## config.mk

```make
export PLATFORM = sky130hd
export DESIGN_NAME = alu_arbiter
export DESIGN_NICKNAME = d
export VERILOG_FILES = /design/src/rtl/alu_pkg.sv /design/src/rtl/alu_arbiter_rr_arbiter.sv /design/src/rtl/alu_arbiter.sv
export SDC_FILE = /design/constraint.sdc
export NUM_CORES = 1
export LEC_CHECK = 0
export ABC_AREA = 0
export CORE_MARGIN = 2
export CORE_UTILIZATION = 39
export DETAILED_ROUTE_END_ITERATION = 10
export GPL_ROUTABILITY_DRIVEN = 0
export PLACE_DENSITY = 0.83
export SYNTH_ARGS = -nofsm -noshare
export SYNTH_HDL_FRONTEND = slang
export SYNTH_SLANG_ARGS = --single-unit
```

## constraint.sdc

```tcl
create_clock -name clk -period 2.48 [get_ports clk]
set_clock_uncertainty 0.2 [all_clocks]
set_input_delay 0.496 -clock clk [delete_from_list [all_inputs] [get_ports clk]]
set_output_delay 0.496 -clock clk [all_outputs]
set_load 0.02 [all_outputs]
```

## src/rtl/alu_pkg.sv

```systemverilog
// Shared definitions for the ALU arbiter: ALU select codes and the FSM state encoding.
package alu_pkg;

   localparam logic [1:0] SEL_ADD = 2'b00;
   localparam logic [1:0] SEL_SUB = 2'b01;
   localparam logic [1:0] SEL_MUL = 2'b10;
   localparam logic [1:0] SEL_DIV = 2'b11;

   typedef enum logic [1:0] {
      IDLE = 2'b00,
      EXEC = 2'b01,
      RESP = 2'b10
   } state_t;

endpackage

```

## src/rtl/alu_arbiter_rr_arbiter.sv

```systemverilog
// Combinational round-robin picker: first asserted request at or after ptr, wrapping modulo NREQ.
module rr_arbiter #(
   parameter int NREQ = 4,
   parameter int IDW  = 2
) (
   input  logic [NREQ-1:0] req,
   input  logic [IDW-1:0]  ptr,
   output logic [NREQ-1:0] grant,
   output logic [IDW-1:0]  idx,
   output logic            any
);

   logic [IDW-1:0] cand;

   always_comb begin
      grant = '0;
      idx   = '0;
      any   = 1'b0;
      cand  = '0;
      for (int k = 0; k < NREQ; k++) begin
         cand = IDW'((int'(ptr) + k) % NREQ);
         if (!any && req[cand]) begin
            any = 1'b1;
            idx = cand;
         end
      end
      if (any) grant[idx] = 1'b1;
   end

endmodule

```

## src/rtl/alu_arbiter.sv

```systemverilog
// Round-robin sharing of one external combinational 8-bit ALU among NREQ requesters,
// one operation in flight: grant (IDLE) -> ALU evaluate (EXEC) -> hold response (RESP).
module alu_arbiter
   import alu_pkg::*;
#(
   parameter int NREQ = 4,
   parameter int IDW  = 2
) (
   input  logic              clk,
   input  logic              rst_n,
   input  logic [NREQ-1:0]   req_valid,
   output logic [NREQ-1:0]   req_ready,
   input  logic [NREQ*8-1:0] req_a,
   input  logic [NREQ*8-1:0] req_b,
   input  logic [NREQ*2-1:0] req_sel,
   output logic [7:0]        alu_a,
   output logic [7:0]        alu_b,
   output logic [1:0]        alu_sel,
   input  logic [7:0]        alu_out,
   output logic              rsp_valid,
   input  logic              rsp_ready,
   output logic [IDW-1:0]    rsp_id,
   output logic [7:0]        rsp_data,
   output logic              rsp_err,
   output logic              busy
);

   logic [NREQ-1:0][7:0] a_arr, b_arr;
   logic [NREQ-1:0][1:0] sel_arr;

   assign a_arr   = req_a;
   assign b_arr   = req_b;
   assign sel_arr = req_sel;

   state_t         state_q, state_d;
   logic [IDW-1:0] rr_ptr, op_id, gnt_idx;
   logic [NREQ-1:0] gnt;
   logic           gnt_any;
   logic [7:0]     op_a, op_b;
   logic [1:0]     op_sel;
   logic           div_zero;

   rr_arbiter #(.NREQ(NREQ), .IDW(IDW)) u_rr (
      .req   (req_valid),
      .ptr   (rr_ptr),
      .grant (gnt),
      .idx   (gnt_idx),
      .any   (gnt_any)
   );

   assign alu_a    = op_a;
   assign alu_b    = op_b;
   assign alu_sel  = op_sel;
   assign busy     = (state_q != IDLE);
   assign div_zero = (op_sel == SEL_DIV) && (op_b == 8'd0);

   always_comb begin
      state_d   = state_q;
      req_ready = '0;
      unique case (state_q)
         IDLE: begin
            // Gated by rst_n so no requester sees an accept while reset is held.
            if (rst_n) req_ready = gnt;
            if (gnt_any) state_d = EXEC;
         end
         EXEC:    state_d = RESP;
         RESP:    if (rsp_ready) state_d = IDLE;
         default: state_d = IDLE;
      endcase
   end

   always_ff @(posedge clk or negedge rst_n) begin
      if (!rst_n) state_q <= IDLE;
      else        state_q <= state_d;
   end

   always_ff @(posedge clk or negedge rst_n) begin
      if (!rst_n) begin
         rr_ptr    <= '0;
         op_id     <= '0;
         op_a      <= '0;
         op_b      <= '0;
         op_sel    <= '0;
         rsp_valid <= 1'b0;
         rsp_id    <= '0;
         rsp_data  <= '0;
         rsp_err   <= 1'b0;
      end else begin
         unique case (state_q)
            IDLE: if (gnt_any) begin
               op_id  <= gnt_idx;
               op_a   <= a_arr[gnt_idx];
               op_b   <= b_arr[gnt_idx];
               op_sel <= sel_arr[gnt_idx];
            end
            EXEC: begin
               rsp_valid <= 1'b1;
               rsp_id    <= op_id;
               rsp_err   <= div_zero;
               rsp_data  <= div_zero ? 8'hFF : alu_out;
            end
            RESP: if (rsp_ready) begin
               rsp_valid <= 1'b0;
               rr_ptr    <= (op_id == IDW'(NREQ - 1)) ? '0 : op_id + 1'b1;
            end
            default: ;
         endcase
      end
   end

endmodule
```

==> Word level (Yosys, flattened, before mapping) <==
Index checks and enable logic that the tools add are counted.
W data, S select, Z words.
{ "word_totals": {"reg_bits": 36, "input_bits": 87, "out_inout_bits": 35, "elab_cells": 76} }
{ "op_classes": {"addsub": 4, "n_lt_le_gt_ge": 6, "n_eq_ne": 6, "muxes": 34, "n_reduce_logical": 16} }
{ "ops": {"columns": ["cell", "count"], "rows": [
  ["$bmux W8 S2", 2],
  ["$mux W8", 3],
  ["$mux W2", 8],
  ["$lt A2 B3 Y1 const B", 5],
  ["$mux W4", 3],
  ["$mux W1", 10],
  ["$bmux W1 S2", 4],
  ["$logic_not A8 Y1", 1],
  ["$reduce_and A2 Y1", 4],
  ["$eq A2 B2 Y1 const B", 3],
  ["$pmux W2 S3", 1],
  ["$logic_and A1 B1 Y1", 5],
  ["$add A2 B1 Y2 const B", 2],
  ["$add A2 B2 Y2 const B", 2],
  ["$bmux W2 S2", 1],
  ["$ne A2 B2 Y1 const B", 2],
  ["$reduce_bool A2 Y1", 2],
  ["$logic_not A1 Y1", 3],
  ["$demux W1 S2", 1],
  ["$eq A2 B1 Y1 const B", 1],
  ["$ge A2 B1 Y1 const B", 1],
  ["$logic_not A2 Y1", 1],
  ["$pmux W1 S2", 1]
]} }

==> Depth between registers and ports, before layout <==
{ "logic_depth": {"word_depth": 19, "depth_mapped": 8, "ltp_nobuf": 6} }

==> Modules after synthesis <==
From an unflattened synthesis, not the netlist that was laid out.
{ "hier_totals": {"hier_cells": 212, "hier_area_um2": 2109.5} }
{ "by_module_without_submodules": {"columns": ["mod", "instances", "cells_per_inst", "area_per_inst_um2", "seq_area_each_um2"], "rows": [
  ["alu_arbiter", 1, 180, 1926.8, 900.9],
  ["rr_arbiter", 1, 32, 182.7, 0.0]
]} }

==> Least setup slack after synthesis <==
OpenSTA, ideal clock, no wires.
{ "synth_timing": {"path_type": "input port to output port", "from": "in req_valid[2]", "to": "out req_ready[3]", "arrival_time_ps": 1882, "required_ps": 1784, "setup_slack_ps": -98, "cell_stages": 7, "n_path_buf": 2, "path_cell_list": "buf_2 or3_1 o21ai_2 inv_2 clkbuf_1 nand2_1 nor3_1"} }
{ "synth_between": {"elab_chain_cells": 19, "word_cells_on_any_way": 30, "cone_classes": "2 x order compare; 21 x mux; 7 x reduce/logical"} }
{ "synth_lines": {"columns": ["element", "line", "text"], "rows": [
  ["start, declared", "alu_arbiter.sv:11", "input logic [NREQ-1:0] req_valid,"],
  ["$bmux W1 S2", "alu_arbiter_rr_arbiter.sv:22", "if (!any && req[cand]) begin"],
  ["$mux W1 (not written as such)", "alu_arbiter_rr_arbiter.sv:22", null],
  ["$mux W1", "alu_arbiter_rr_arbiter.sv:22", null],
  ["$logic_not A1 Y1", "alu_arbiter_rr_arbiter.sv:22", null],
  ["$logic_and A1 B1 Y1", "alu_arbiter_rr_arbiter.sv:22", null],
  ["$mux W1", "alu_arbiter_rr_arbiter.sv:22", null],
  ["$logic_not A1 Y1", "alu_arbiter_rr_arbiter.sv:22", null],
  ["$logic_and A1 B1 Y1", "alu_arbiter_rr_arbiter.sv:22", null],
  ["[3 not listed]", null, null],
  ["$mux W2", "alu_arbiter_rr_arbiter.sv:22", null],
  ["$lt A2 B3 Y1 (not written as such) or $ge A2 B1 Y1 (tied branches)", "alu_arbiter_rr_arbiter.sv:27", "if (any) grant[idx] = 1'b1;"],
  ["$logic_and A1 B1 Y1 (not written as such)", "alu_arbiter_rr_arbiter.sv:27", null],
  ["$mux W1 (not written as such)", "alu_arbiter_rr_arbiter.sv:27", null],
  ["$demux W1 S2", null, null],
  ["$mux W4 (*)", "alu_arbiter_rr_arbiter.sv:27", null],
  ["$mux W4 (*)", "alu_arbiter.sv:63", "if (rst_n) req_ready = gnt;"],
  ["$mux W4 (*)", "alu_arbiter.sv:60", "unique case (state_q)"],
  ["end, declared", "alu_arbiter.sv:12", "output logic [NREQ-1:0] req_ready,"]
]} }
Every way passes the cells marked *; elsewhere a longest branch is shown, timed or not. The select of a mux whose other input is x is not followed.

==> Worst setup path in the final report <==
{ "layout_timing": {"from": "in req_valid[3]", "to": "out req_ready[0]"} }
Same word-level chain as after synthesis.

==> reports/metrics.yaml <==
sta:
  slew_headroom_pct: 61.6
  finalCritPeriodShare_pct: 98.0
  rsz0062_at_grt: "false"
  max_freq_mhz: 412
  hold_viol_final: 0
  tightest_slew_ns: 0.574
  finalWorstSetupSlack_ns: 0.0499
  drv_slew: 0
  fin_tns_setup_ns: 0
  setup_violations: 0
  layout_min_cycle_time_ns: 2.43
pwr:
  peakVddDrop_mv: 0.619
  power_density_nw_per_um2: 1130
  total_power_mw: 4.32
  p_leak_nw: 1.63
flow_run:
  drv_cap: 0
synthesis:
  synthArstFlopShare_pct: 100
  synth_area_per_cell_um2: 9.12
  synth_area_um2: 2260
  synth_edf_count: 0
  seq_area_frac_synth_pct: 39.8
  netlist-cell-type-count: 44
  ys_ff_latch: 36
  synth_top_flop_cell: "dfrtp_1"
  synth_nets: 336
  synthCells: 248
  ys.warnings.count: 0
placement:
  pre_cts_slack_ns: -0.638
  io_buffers: 121
  dp_hpwl_um: 5640
global_routing:
  grt_pass1_wl_um: 11600
  grt_pass1_vias: 2520
  gr-usage-met2_pct: 42.6
  grt_busiest_layer: "met2"
  met3_usage_pct: 6.18
  grt_start_max_net_pins: 22
  grt_use_met1_pct: 27.0
  antenna_found_initial: 0
  grt-ovfl-total: 0
  grt_use_total_pct: 23.6
worst_setup_path:
  startpoint_type: "input pin"
  crit_path_end_kind: "output pin"
  r2r-start: "rr_ptr[0]"
  worstSetupPathType: "input pin to output pin"
  crit_required_ns: 1.78
  reg2reg_depth: 7
  worst-path-max-fanout: 3
  r2r_end: "alu_a[7]"
  arrival_ns: 1.73
  reg2reg_slack_ns: 0.17
layout:
  layout_commonest_cell: "clkdlybuf4s50_1"
  drive_gt1_share_pct: 17.8
  layout_common_cells: "clkdlybuf4s50_1, nor2_1, dfrtp_1"
  area_growth_pct: 69.6
  nNetsFinal: 480
  antennaDiodeCount: 0
drt:
  antenna_left: 0
  drt_wl_total_um: 7300
  drtIter0Drc: 190
  avgRoutedWirePerCell_um: 15.7
  vias_per_cell: 5.30
  detail_route.first_pass.iterations: 4
  dr_total_vias: 2466
  drc: 0
clock_tree:
  clk_latency_ns: 0.29
  cts_hold_buf: 0
  clockRootBuffer: "clkbuf_8"
  cts.sinks: 36
  cts.htree.levels: 2
  cts_buffers: 5
  path_clk_slew_ns: 0.07
  clockBufferDepth: 2
  cts_tree: "done"
min_path:
  hp-class: "input pin to asynchronous set/reset pin"
floorplan:
  die_area_um2: 6430
  row_count: 27
  die_h_um: 80.2
  die_width_um: 80.2
  io_pins: 122
  core_um2: 5540
  start_util_pct: 40.8
status:
  status: "finished clean"
cell usage after synthesis, types with 3 or more instances:
library cell / instances / share of area [%]
nor2b_1: 3 / 0.83
a21oi_1: 3 / 0.66
o221ai_1: 3 / 1.2
nand4_1: 16 / 4.4
a31oi_1: 16 / 4.4
mux2_1: 7 / 3.5
nor2_1: 38 / 6.3
inv_1: 7 / 1.2
nand3_1: 4 / 0.88
nand2_1: 25 / 4.1
o21ai_0: 6 / 1.3
buf_2: 7 / 1.5
clkbuf_1: 7 / 1.2
o22a_1: 8 / 3.1
mux2_2: 12 / 6.0
a21o_1: 16 / 5.3
dfrtp_1: 36 / 40
o21ai_1: 4 / 0.88
repair_timing:
action / in CTS / in global routing
buffers inserted: 1 / 0
gates resized for setup: 28 / 0
setup endpoints to repair: 17 / 0
power breakdown:
group	internal (mW)	leakage, nW	switching, mW	total (mW)
registers	0.884	0.408	0.233	1.12
logic	1.35	1.17	1.35	2.69
clock network	0.298	0.0552	0.214	0.513
final cells by class:
class,count,area [um2]
repair buffers,154,1440
inverters,8,30.0
clock inverters,2,35.0
clock buffers,6,72.6
well taps,72,90.1
multi-input cells,187,1270
flip-flops and latches,36,901
fillers,437,1700
worst max-delay path: stages:
cell           delay, ns
dlygate4sd2_1       0.24
or3_4               0.43
o21ai_4             0.18
inv_2               0.08
and3_4              0.18
buf_6               0.13
flip-flops by register name, indices dropped and copies added (netlist names):
name	cells
op_id	2
rsp_id	2
alu_b	8
rsp_data	8
rsp_valid	1
rr_ptr	2
state_q	2
alu_a	8
rsp_err	1
alu_sel	2
how the worst max path moves through the flow:
stage,from,cells past startpoint,endpoint
2_1_floorplan,req_valid[2],7,req_ready[3]
3_3_place_gp,req_valid[1],7,req_ready[1]
3_5_place_dp,req_valid[1],7,req_ready[1]
4_1_cts,req_valid[3],6,req_ready[0]
5_1_grt,req_valid[3],6,req_ready[0]
6_report,req_valid[3],6,req_ready[0]
layer usage:
layer,share of wire [%],vias to the layer above
met5,0,-
met4,1.1,0
met3,6.2,8
met2,52,88
met1,40,1183
li1,-,1187
kinds of logic (layout without fill, tap and decap cells):
| family | count (synthesis) | count (layout) | share of synthesized area (%) |
|---|---|---|---|
| and+or+nand+nor | 98 | 98 | 20.5 |
| AOI/OAI and AO/OA | 66 | 66 | 23.1 |
| DFF | 36 | 36 | 39.8 |
| buffers and inverters | 25 | 170 | 5.37 |
| muxes | 21 | 21 | 10.3 |
| adders and majority gates | 1 | 1 | 0.553 |
| xor gates and xnor gates | 1 | 1 | 0.387 |
metrics by stage:
stage / instance area (um2) / instances / hold slack (ns) / util [%]
2_1_floorplan: 2270 / 248 / 0.000409 / -
3_3_place_gp: 3710 / 456 / 0.275 / 67.0
3_5_place_dp: 3710 / 456 / 0.283 / 67.0
4_1_cts: 3840 / 465 / 0.0580 / 69.2
5_1_grt: 3840 / 465 / 0.0754 / 69.2
6_report: 3840 / 465 / 0.0578 / 69.2
No activity file was read; power rests on OpenSTA's default activity.
